==> src/rtl/multicycle_controller_pkg.sv <==
// rtl/multicycle_controller_pkg.sv - shared group codes, ALU codes and FSM state encoding
package multicycle_controller_pkg;

    // Instruction group codes carried in the command_group field; 7 is illegal
    localparam int GRP_NOP = 0;
    localparam int GRP_MOV = 1;
    localparam int GRP_JMP = 2;
    localparam int GRP_JCC = 3;
    localparam int GRP_ALU = 4;
    localparam int GRP_LD  = 5;
    localparam int GRP_ST  = 6;

    // ALU pass-through code; the unconditional-branch code is all ones at any width
    localparam int ALU_NOOP = 0;

    // Controller states
    typedef enum logic [2:0] {
        S_FETCH  = 3'd0,
        S_DECODE = 3'd1,
        S_EXEC   = 3'd2,
        S_WB     = 3'd3,
        S_BRANCH = 3'd4,
        S_MEM    = 3'd5,
        S_FAULT  = 3'd6
    } state_e;

    // True for any group code the decoder knows how to sequence
    function automatic logic is_legal_group(input int unsigned grp);
        return grp <= GRP_ST;
    endfunction

endpackage

==> src/rtl/multicycle_controller_ctrl_wait_timer.sv <==
// rtl/multicycle_controller_ctrl_wait_timer.sv - memory-wait counter with timeout compare
module ctrl_wait_timer #(
    parameter int WAIT_W      = 4,
    parameter int MEM_TIMEOUT = 15
) (
    input  logic clk,
    input  logic reset_n,
    input  logic wait_en_i,
    input  logic ready_i,
    output logic timeout_o
);

    // The count holds the number of completed waiting cycles, so the last
    // allowed waiting cycle is the one that sees MEM_TIMEOUT-1.
    localparam logic [WAIT_W-1:0] LIMIT = WAIT_W'(MEM_TIMEOUT - 1);

    logic [WAIT_W-1:0] count_q;
    logic [WAIT_W-1:0] count_d;

    // Count waiting cycles while active; any ready or leaving the wait state clears
    always_comb begin
        count_d = count_q;
        if (!wait_en_i || ready_i) begin
            count_d = '0;
        end else if (count_q < LIMIT) begin
            count_d = count_q + WAIT_W'(1);
        end
    end

    // Counter register
    always_ff @(posedge clk or negedge reset_n) begin
        if (!reset_n) begin
            count_q <= '0;
        end else begin
            count_q <= count_d;
        end
    end

    // Ready in the same cycle wins over the timeout
    always_comb begin
        timeout_o = wait_en_i && !ready_i && (count_q >= LIMIT);
    end

endmodule

==> src/rtl/multicycle_controller.sv <==
// rtl/multicycle_controller.sv - multi-cycle instruction controller FSM (optional CTRL_STALL_COUNT_EN stall counter)
module multicycle_controller
    import multicycle_controller_pkg::*;
#(
    parameter int GROUP_W     = 3,
    parameter int ALU_OP_W    = 4,
    parameter int WAIT_W      = 4,
    parameter int MEM_TIMEOUT = 15
) (
    input  logic                clk,
    input  logic                reset_n,
    input  logic                instr_valid,
    input  logic [GROUP_W-1:0]  command_group,
    input  logic [ALU_OP_W-1:0] alu_func,
    input  logic                cond_flag,
    input  logic                mem_ready,
    output logic                fetch_req,
    output logic                ir_load,
    output logic                pc_inc,
    output logic                write_enable,
    output logic [ALU_OP_W-1:0] alu_op,
    output logic                branch_select,
    output logic                branch_taken,
    output logic                mem_req,
    output logic                mem_we,
    output logic                busy,
`ifdef CTRL_STALL_COUNT_EN
    output logic [15:0]         stall_count,
`endif
    output logic                fault
);

    localparam logic [GROUP_W-1:0]  G_NOP = GROUP_W'(GRP_NOP);
    localparam logic [GROUP_W-1:0]  G_MOV = GROUP_W'(GRP_MOV);
    localparam logic [GROUP_W-1:0]  G_JMP = GROUP_W'(GRP_JMP);
    localparam logic [GROUP_W-1:0]  G_JCC = GROUP_W'(GRP_JCC);
    localparam logic [GROUP_W-1:0]  G_ALU = GROUP_W'(GRP_ALU);
    localparam logic [GROUP_W-1:0]  G_LD  = GROUP_W'(GRP_LD);
    localparam logic [GROUP_W-1:0]  G_ST  = GROUP_W'(GRP_ST);
    localparam logic [ALU_OP_W-1:0] A_NOOP  = ALU_OP_W'(ALU_NOOP);
    localparam logic [ALU_OP_W-1:0] A_UNCOP = '1;

    state_e              state_q;
    state_e              state_d;
    logic [GROUP_W-1:0]  group_q;
    logic [GROUP_W-1:0]  group_d;
    logic [ALU_OP_W-1:0] func_q;
    logic [ALU_OP_W-1:0] func_d;
    logic                mem_timeout;

    ctrl_wait_timer #(
        .WAIT_W      (WAIT_W),
        .MEM_TIMEOUT (MEM_TIMEOUT)
    ) u_wait_timer (
        .clk       (clk),
        .reset_n   (reset_n),
        .wait_en_i (state_q == S_MEM),
        .ready_i   (mem_ready),
        .timeout_o (mem_timeout)
    );

    // Next-state selection and instruction field capture on ir_load
    always_comb begin
        state_d = state_q;
        group_d = group_q;
        func_d  = func_q;
        case (state_q)
            S_FETCH: begin
                if (instr_valid) begin
                    state_d = S_DECODE;
                    group_d = command_group;
                    func_d  = alu_func;
                end
            end
            S_DECODE: begin
                if (!is_legal_group(32'(group_q))) begin
                    state_d = S_FAULT;
                end else begin
                    case (group_q)
                        G_NOP:        state_d = S_FETCH;
                        G_MOV, G_ALU: state_d = S_EXEC;
                        G_JMP, G_JCC: state_d = S_BRANCH;
                        G_LD, G_ST:   state_d = S_MEM;
                        default:      state_d = S_FAULT;
                    endcase
                end
            end
            S_EXEC:   state_d = S_WB;
            S_WB:     state_d = S_FETCH;
            S_BRANCH: state_d = S_FETCH;
            S_MEM: begin
                if (mem_ready) begin
                    state_d = (group_q == G_LD) ? S_WB : S_FETCH;
                end else if (mem_timeout) begin
                    state_d = S_FAULT;
                end
            end
            S_FAULT:  state_d = S_FAULT;
            default:  state_d = S_FAULT;
        endcase
    end

    // State and latched instruction fields
    always_ff @(posedge clk or negedge reset_n) begin
        if (!reset_n) begin
            state_q <= S_FETCH;
            group_q <= G_NOP;
            func_q  <= '0;
        end else begin
            state_q <= state_d;
            group_q <= group_d;
            func_q  <= func_d;
        end
    end

    // Output decode from state and latched group; ir_load is the only term
    // that looks at instr_valid directly
    always_comb begin
        fetch_req     = 1'b0;
        ir_load       = 1'b0;
        pc_inc        = 1'b0;
        write_enable  = 1'b0;
        alu_op        = A_NOOP;
        branch_select = 1'b0;
        branch_taken  = 1'b0;
        mem_req       = 1'b0;
        mem_we        = 1'b0;
        busy          = (state_q != S_FETCH);
        fault         = (state_q == S_FAULT);
        case (state_q)
            S_FETCH: begin
                fetch_req = 1'b1;
                ir_load   = instr_valid;
            end
            S_DECODE: begin
                pc_inc = (group_q == G_NOP);
            end
            S_EXEC: begin
                alu_op = (group_q == G_ALU) ? func_q : A_NOOP;
            end
            S_WB: begin
                write_enable = 1'b1;
                pc_inc       = 1'b1;
                alu_op       = (group_q == G_ALU) ? func_q : A_NOOP;
            end
            S_BRANCH: begin
                branch_select = 1'b1;
                if (group_q == G_JMP) begin
                    alu_op       = A_UNCOP;
                    branch_taken = 1'b1;
                end else begin
                    alu_op       = func_q;
                    branch_taken = cond_flag;
                end
                pc_inc = !branch_taken;
            end
            S_MEM: begin
                mem_req = 1'b1;
                mem_we  = (group_q == G_ST);
                pc_inc  = mem_ready && (group_q == G_ST);
            end
            default: begin
            end
        endcase
    end

`ifdef CTRL_STALL_COUNT_EN
    logic [15:0] stall_q;

    // Saturating count of cycles spent waiting on instruction or data memory
    always_ff @(posedge clk or negedge reset_n) begin
        if (!reset_n) begin
            stall_q <= '0;
        end else if (((state_q == S_FETCH) && !instr_valid) ||
                     ((state_q == S_MEM) && !mem_ready)) begin
            if (stall_q != 16'hFFFF) begin
                stall_q <= stall_q + 16'd1;
            end
        end
    end

    assign stall_count = stall_q;
`endif

endmodule

==> config.mk <==
export PLATFORM = sky130hd
export DESIGN_NAME = multicycle_controller
export DESIGN_NICKNAME = d
export VERILOG_FILES = /design/src/rtl/multicycle_controller_pkg.sv /design/src/rtl/multicycle_controller_ctrl_wait_timer.sv /design/src/rtl/multicycle_controller.sv
export SDC_FILE = /design/constraint.sdc
export NUM_CORES = 1
export LEC_CHECK = 0
export CAP_MARGIN = 20
export CORE_AREA = 2 2 66 43
export CTS_CLUSTER_DIAMETER = 150
export DETAILED_ROUTE_END_ITERATION = 12
export DIE_AREA = 0 0 68 45
export HOLD_SLACK_MARGIN = 0.1
export PLACE_DENSITY = 0.67
export SLEW_MARGIN = 40
export SYNTH_ARGS = -nofsm -noshare
export SYNTH_HDL_FRONTEND = slang
export SYNTH_HIERARCHICAL = 1
export SYNTH_SLANG_ARGS = --single-unit
==> constraint.sdc <==
create_clock -name clk -period 3.1 [get_ports clk]
set_input_delay 0.465 -clock clk [delete_from_list [all_inputs] [get_ports clk]]
set_output_delay 0.465 -clock clk [all_outputs]
set_load 0.005 [all_outputs]
==> flow_summary.yaml, run 1 <==
setup_path:
  end_kind: "primary output"
  cp_data_required_time_ns: 2.63
  reg2regPathDepth: 5
  critPathMaxStageDelay_ns: 0.62
  cp_cell_sequence: "and3b_1 -> and4b_1 -> a22oi_1 -> o21ai_0 -> clkdlybuf4s50_1"
  crit_slowest_cell: "dfrtp_1"
  r2r_end: "state_q[0]$_DFFE_PN0P_"
  r2r-start: "state_q[1]$_DFFE_PN0P_"
  cp-start-kind: "flop"
  critPathMaxFanout: 16
  r2r_slack_ns: 1.21
  crit_type: "flop to primary output"
  arrival_ns: 2.09
synthesis:
  yosys_warnings: 6
  synth_fp_nets: 113
  yosys-top-cells-count: "dfrtp_1, nand2_1, nor2_1"
  synth_ff_type: "dfrtp_1"
  avgSynthCellArea_sq_um: 9.52
  synth_top_cell_by_area: "dfrtp_1"
  syn_area_sq_um: 942
  ys_async_sr_fraction: 1.00
  synth-seq-area-share: 0.372
  synthDistinctLibCells: 41
  synth_cells: 99
  synth.area.top_cells: "dfrtp_1, mux2_4, nand2_1"
  synth_edf_count: 0
  synth_top_area_frac: 0.372
  ys_ff_latch: 14
drt:
  wirelength_mm: 2.01
  firstDrtPassIters: 4
  vias: 793
  postRouteAntennaNets: 0
  drt_iter0_drc: 29
  vias_per_cell: 5.18
  wl_per_cell_microns: 13.2
  route.detailed.drc: 0
global_route:
  antenna_found_initial: 0
  grtUsageTotal: 0.140
  globalRoute.totalOverflow: 0
  grt_pass1_vias: 641
  grt_pass1_wl_mm: 3.16
  grt_max_degree: 17
sta:
  fmax_mhz: 392
  setup_violations: 0
  layout_min_cycle_time_ns: 2.55
  setup_tns_ns: 0
  finalCritPeriodShare: 0.823
  drv_slew: 0
  hold_viol: 0
  slew_headroom: 0.571
  rsz0062_at_grt: "false"
  tightestPinTransition_ns: 0.642
  skew_ns: 0.00468
run_status:
  status: "finished clean"
worst_hold_path:
  hold_path.class: "flop to flop"
  min_to: "func_q[0]$_DFFE_PN0P_"
  whs_path_depth: 1
  hold_start: "func_q[0]$_DFFE_PN0P_"
flow_run:
  cap_violations: 0
power_and_ir_drop:
  p_per_area_nw_per_um2: 857
  p_leak_nw: 0.526
  max-vdd-ir-drop_mv: 0.333
placement:
  portBuffers: 25
  hpwl_mm: 1.52
  gp_congestion: 0.737
  placed_area_sq_um: 1180
clocking:
  clk_latency_ns: 0.25
  cts_sinks: 14
  cts_buffers: 3
  cts_setup_buffers: 0
  clockRootBuffer: "clkbuf_8"
  holdBufCountCts: 0
  cts_buffer_depth: 2
  post_cts_resized: 0
  cts_tree: "yes"
  cts-htree-levels: 1
  clk_pin_slew_worst_paths_ns: 0.06
cells_and_area:
  multi_input_area_sq_um: 531
  final_layout_size_suffix_gt1_frac: 0.132
  num_antenna_cells: 0
  stdcell_area_sq_um: 1240
  fill_cells: 220
  syn_to_final_growth_pct: 31.3
  seqCellArea_sq_um: 350
  final_nets: 136
die:
  rows: 14
  die_x_microns: 68
  io_pins: 26
  die_area_sq_um: 3060
  die_y_microns: 45
  core_area_sq_um: 2420
  start_util: 0.390
-- flip-flops by register name, summed over array words and instances (netlist names) --
register / count
func_q: 4
u_wait_timer/count_q: 4
group_q: 3
state_q: 3
-- critical path, delay by kind of cell, from the launching register on --
| family | cells | cell delay, ns |
|---|---|---|
| flops | 1 | 0.62 |
| simple gates | 2 | 0.54 |
| compound gates | 2 | 0.16 |
| buf+inv | 1 | 0.52 |
-- area by class of cell --
class / count / share of cell area
Timing Repair Buffer: 25 / 0.202
Sequential cell: 14 / 0.283
Inverter: 3 / 0.00910
Multi-Input combinational cell: 75 / 0.429
Tap cell: 32 / 0.0324
Clock buffer: 4 / 0.0445
-- worst max path at each step --
| stage | start | end | cells after the start |
|---|---|---|---|
| floorplan | state_q[1]$_DFFE_PN0P_ | alu_op[0] | 5 |
| global placement | state_q[2]$_DFFE_PN0P_ | alu_op[1] | 5 |
| detailed placement | state_q[2]$_DFFE_PN0P_ | alu_op[1] | 5 |
| CTS | state_q[2]$_DFFE_PN0P_ | pc_inc | 5 |
| global route | state_q[2]$_DFFE_PN0P_ | alu_op[1] | 5 |
| finish | state_q[2]$_DFFE_PN0P_ | pc_inc | 5 |
-- where the power goes --
group / switching (mW) / internal (mW)
Combinational: 0.176 / 0.318
Clock: 0.0688 / 0.113
Sequential: 0.136 / 0.249
-- per-layer routing --
layer	global-route usage	wire length (microns)	up-vias	part of all wire
met3	0.0449	126	2	0.063
met4	0.0240	14	0	0.0070
met2	0.184	796	28	0.40
li1	-	-	396	-
met1	0.222	1080	367	0.53
met5	0	0	-	0
-- layout by cell type, fill, tap and decap left out, types with 2 or more instances in the layout --
cell,n
o21ai_0,3
nand2_1,14
nand2b_1,3
clkbuf_8,4
ha_1,2
inv_1,2
nor2_1,9
nor3_1,4
clkdlybuf4s50_1,25
dfrtp_1,14
a21oi_1,5
mux2_4,7
nor3b_1,2
nor2b_1,2
and4b_1,2
-- through the flow --
stage / utilization / hold slack [ns] / setup WS [ns] / std cells / power (mW)
after floorplan: - / 0.169 / 1.49 / 99 / 0.719
after detailed placement: 0.489 / 0.502 / 0.843 / 149 / 0.879
after global routing: 0.512 / 0.538 / 0.415 / 153 / 1.13
final: 0.512 / 0.515 / 0.548 / 153 / 1.06
after global placement: 0.489 / 0.497 / 0.853 / 149 / 0.864
after CTS: 0.512 / 0.519 / 0.559 / 153 / 1.06
-- cells by family after synthesis --
| group | after synthesis | share of synthesized area |
|---|---|---|
| and+or+nand+nor | 45 | 0.264 |
| AOI/OAI and AO/OA | 19 | 0.142 |
| DFF | 14 | 0.372 |
| buffers and inverters | 10 | 0.0651 |
| muxes | 7 | 0.112 |
| xor gates and xnor gates | 2 | 0.0186 |
| adders and majority gates | 2 | 0.0266 |
No activity file was read; power rests on OpenSTA's default activity.
==> run 2: changes to the inputs <==
PLACE_DENSITY = 0.69   (was 0.67)
clock period = 2.2 ns   (was 3.1 ns; I/O delays follow)
==> flow_summary.yaml, run 2 (same netlist as run 1, synthesis figures left out) <==
cells_and_area:
  top_regs: "func_q x4, u_wait_timer/count_q x4"
  num_antenna_cells: 0
  final_nets: 152
  final_layout_size_suffix_gt1_frac: 0.285
  layout.cells.most_common: "clkdlybuf4s50_1"
  syn_to_final_growth_pct: 47.9
  final_cell_mix: "clkdlybuf4s50_1, buf_4, nand2_1, dfrtp_1, nor2_1"
global_route:
  globalRoute.totalOverflow: 0
  grt_pass1_wl_mm: 3.55
  antenna_found_initial: 0
  grt_pass1_vias: 728
  grtUsageTotal: 0.165
  grt_max_degree: 15
sta:
  hold_viol: 0
  rsz0062_at_grt: "false"
  drv_slew: 0
  setup_violations: 0
  layout_min_cycle_time_ns: 2.11
  holdWs_ns: 0.479
  slew_headroom: 0.566
  finalCritPeriodShare: 0.958
  tightestPinTransition_ns: 0.648
  setup_tns_ns: 0
  skew_ns: 0.00263
  fmax_mhz: 474
drt:
  wl_per_cell_microns: 14.0
  wl_met2_microns: 963
  dr_wl_met3_microns: 183
  postRouteAntennaNets: 0
  firstDrtPassIters: 4
  wirelength_mm: 2.36
  route.detailed.drc: 0
  highest_layer: "met4"
  drt_iter0_drc: 30
  vias_per_cell: 5.25
  met1_length_mm: 1.17
  vias: 887
placement:
  hpwl_mm: 1.68
  gp_congestion: 0.820
  portBuffers: 25
setup_path:
  crit_family: "simple AND/OR/NAND/NOR gates"
  crit_slowest_cell: "clkdlybuf4s50_1"
  r2r-start: "state_q[2]$_DFFE_PN0P_"
  cp-start-kind: "flop"
  cp_cell_sequence: "or3_4 -> inv_2 -> and2_4 -> clkdlybuf4s50_1"
  arrival_ns: 1.78
  worst-path-buf-inv: 2
  critPathMaxFanout: 4
  reg2regPathDepth: 6
  r2r_slack_ns: 0.35
  crit_type: "flop to primary output"
  cp_data_required_time_ns: 1.87
  end_kind: "primary output"
  r2r_end: "state_q[0]$_DFFE_PN0P_"
  critPathMaxStageDelay_ns: 0.49
die:
  start_util: 0.390
  core_area_sq_um: 2420
  die_area_sq_um: 3060
  die_y_microns: 45
  io_pins: 26
  rows: 14
  die_x_microns: 68
worst_hold_path:
  hold_path.class: "input pin to async pin"
power_and_ir_drop:
  max-vdd-ir-drop_mv: 0.514
  p_per_area_nw_per_um2: 1230
  p_leak_nw: 0.692
clocking:
  cts_buffers: 3
  cts_buffer_depth: 2
  cts_sinks: 14
  cts-htree-levels: 1
  clk_latency_ns: 0.25
  clockRootBuffer: "clkbuf_8"
  clk_pin_slew_worst_paths_ns: 0.06
  cts_tree: "yes"
flow_run:
  cap_violations: 0
run_status:
  status: "finished clean"
## run 2: cell types whose count changed in the layout (fill, tap and decap cells not counted), sizes merged
cell,change
dlymetal6s2s,+5
buf,+16
clkdlybuf4s50,-5
## run 2: worst max path at each step
stage / start / end / slack [ns] / cells past startpoint
floorplan: state_q[2]$_DFFE_PN0P_ / state_q[0]$_DFFE_PN0P_ / 0.66 / 5
global placement: state_q[1]$_DFFE_PN0P_ / pc_inc / 0.17 / 5
detailed placement: state_q[1]$_DFFE_PN0P_ / pc_inc / 0.17 / 5
CTS: group_q[1]$_DFFE_PN0P_ / alu_op[0] / 0.01 / 5
global route: state_q[0]$_DFFE_PN0P_ / ir_load / 0.04 / 4
finish: state_q[0]$_DFFE_PN0P_ / ir_load / 0.09 / 4
## run 2: stage by stage
step / util / power [mW] / cells / area (sq um) / setup WS, ns
after CTS: 0.544 / 1.62 / 162 / 1320 / 0.0120
after floorplan: - / 1.01 / 99 / 942 / 0.665
after global routing: 0.577 / 1.84 / 169 / 1390 / 0.0415
after detailed placement: 0.508 / 1.32 / 155 / 1230 / 0.170
after global placement: 0.508 / 1.29 / 155 / 1230 / 0.172
final: 0.577 / 1.72 / 169 / 1390 / 0.0915
## run 2: layout make-up
type	count	area, sq um
timing repair buffer	41	383
inverter	3	11.3
fill	202	1020
clock buffer	4	55.1
tap	32	40.0
multi-input combinational	75	549
sequential	14	355
## run 2: per-layer routing
layer	track usage	vias to the layer above
li1	-	428
met1	0.254	416
met2	0.212	36
met3	0.0549	7
met4	0.0600	0
met5	0	-
## run 2: worst register-to-register path: cells and delay by family, from the launching register on
family                 cells  cell delay, ns
buffers and inverters      1            0.14
AND/OR/NAND/NOR            3            0.51
flip-flops                 1            0.46
AO/OA/AOI/OAI              2            0.64
## run 2: what timing repair did
item | in CTS | in global routing
buffers inserted | 3 | 7
endpoints found under the setup margin | 5 | 5
resized for setup | 4 | 9
pin swaps | 0 | 2
hold endpoints to repair | 0 | 0
hold buffers | 0 | 0
## run 2: power breakdown
part	internal, mW	total (mW)	switching, mW
Combinational	0.600	0.980	0.380
Sequential	0.359	0.483	0.124
Clock	0.159	0.257	0.0986
==> run 3: changes to the inputs <==
CAP_MARGIN = not set   (was 20)
CORE_AREA = 2 2 65 42   (was 2 2 66 43)
DIE_AREA = 0 0 67 44   (was 0 0 68 45)
PLACE_DENSITY = 0.72   (was 0.69)
==> flow_summary.yaml, run 3 (same netlist as run 1, synthesis figures left out) <==
cells_and_area:
  final_nets: 150
  syn_to_final_growth_pct: 46.9
  utilization: 0.581
  fill_cells: 216
  final_layout_size_suffix_gt1_frac: 0.281
  num_antenna_cells: 0
  layout.cells.most_common: "clkdlybuf4s50_1"
  final_cell_mix: "clkdlybuf4s50_1, nand2_1, buf_4, nor2_1, dfrtp_1"
  top_regs: "func_q x4, u_wait_timer/count_q x4"
setup_path:
  crit_type: "flop to primary output"
  cp-start-kind: "flop"
  critPathMaxFanout: 6
  r2r-start: "state_q[2]$_DFFE_PN0P_"
  cp_data_required_time_ns: 1.87
  r2r_end: "state_q[0]$_DFFE_PN0P_"
  end_kind: "primary output"
  arrival_ns: 1.81
  cp-startpoint: "state_q[2]$_DFFE_PN0P_"
  r2r_slack_ns: 0.34
  crit_end: "alu_op[1]"
  reg2regPathDepth: 6
power_and_ir_drop:
  p_leak_nw: 0.651
  seqPwrFrac: 0.290
  intPower_mw: 1.11
  power_mw: 1.72
  p_per_area_nw_per_um2: 1240
  p_comb_frac: 0.560
  switching_share: 0.355
  p_clk_frac: 0.150
  max-vdd-ir-drop_mv: 0.583
  power.switching_mw: 0.611
run_status:
  status: "finished clean"
die:
  die_x_microns: 67
  rows: 14
  start_util: 0.395
  io_pins: 26
  core_area_sq_um: 2380
  die_y_microns: 44
  die_area_sq_um: 2950
sta:
  hold_viol: 0
  finalWorstSetupSlack_ns: 0.0638
  layout_min_cycle_time_ns: 2.14
  finalCritPeriodShare: 0.971
  tightestPinTransition_ns: 0.657
  slew_headroom: 0.560
  setup_violations: 0
  drv_slew: 0
  skew_ns: 0.00194
  setup_tns_ns: 0
  fmax_mhz: 468
global_route:
  grt_pass1_vias: 765
  met3_usage: 0.0312
  grtUsageTotal: 0.167
  gr-usage-met1: 0.234
  grt_busiest_layer: "met2"
  globalRoute.totalOverflow: 0
  grt_pass1_wl_mm: 3.65
  grt_max_degree: 15
  use_met2: 0.265
  antenna_found_initial: 0
drt:
  postRouteAntennaNets: 0
  route.detailed.drc: 0
  wirelength_mm: 2.37
  vias: 879
  drt_iter0_drc: 44
  firstDrtPassIters: 4
  vias_per_cell: 5.26
  wl_per_cell_microns: 14.2
placement:
  hpwl_mm: 1.62
  portBuffers: 25
  gp_congestion: 0.829
  place_ws_ns: 0.221
flow_run:
  cap_violations: 0
clocking:
  cts_buffers: 3
  cts-htree-levels: 1
  clk_pin_slew_worst_paths_ns: 0.06
  clk_latency_ns: 0.25
  cts_buffer_depth: 2
  clockRootBuffer: "clkbuf_8"
  cts_sinks: 14
  cts_tree: "yes"
worst_hold_path:
  hold_path.class: "input pin to async pin"
[run 3: critical path: stages (launching register included)]
cell	delay, ns
dfrtp_2	0.45
nor4b_4	0.29
a21o_1	0.20
nand2_1	0.06
nand2_1	0.06
clkdlybuf4s50_1	0.50
[run 3: stage by stage]
stage	area [sq um]	hold slack, ns	instances
6_report	1380	0.482	167
5_1_grt	1380	0.522	167
4_1_cts	1310	0.493	161
3_5_place_dp	1230	0.494	155
3_3_place_gp	1230	0.496	155
2_1_floorplan	942	0.0344	99
[run 3: layout make-up]
type	count	area, sq um	share of cell area
clock buffer	4	55.1	0.0398
inverter	3	11.3	0.00814
tap	32	40.0	0.0289
timing repair buffer	39	363	0.262
sequential	14	357	0.258
multi-input combinational	75	558	0.403
[run 3: timing repair]
item                                    4_1_cts  5_1_grt
endpoints found under the setup margin        5        5
gates resized for setup                       5        8
gates cloned                                  0        0
hold buffers                                  0        0
pin swaps                                     1        2
setup buffers                                 2        6
endpoints found under the hold margin         0        0
[run 3: worst min path at each step]
stage	from	end	slack, ns	cells past startpoint
after floorplan	reset_n	func_q[0]$_DFFE_PN0P_	0.03	0
after global placement	func_q[0]$_DFFE_PN0P_	func_q[0]$_DFFE_PN0P_	0.50	1
after global routing	reset_n	u_wait_timer/count_q[2]$_DFFE_PN0P_	0.52	1
final	reset_n	u_wait_timer/count_q[2]$_DFFE_PN0P_	0.48	1
after detailed placement	func_q[0]$_DFFE_PN0P_	func_q[0]$_DFFE_PN0P_	0.49	1
after CTS	reset_n	u_wait_timer/count_q[0]$_DFFE_PN0P_	0.49	1
[run 3: power groups by stage]
stage / Combinational, mW / Clock, mW / Sequential, mW
finish: 0.962 / 0.257 / 0.499
global route: 1.05 / 0.281 / 0.510
CTS: 0.889 / 0.264 / 0.471
detailed placement: 0.841 / 0 / 0.473
global placement: 0.830 / 0 / 0.470
floorplan: 0.614 / 0 / 0.400
[run 3: per-layer routing]
layer  vias up  routed length (microns)
li1        427                        -
met1       418                     1170
met2        29                     1050
met3         5                      117
met4         0                       43
met5         -                        0
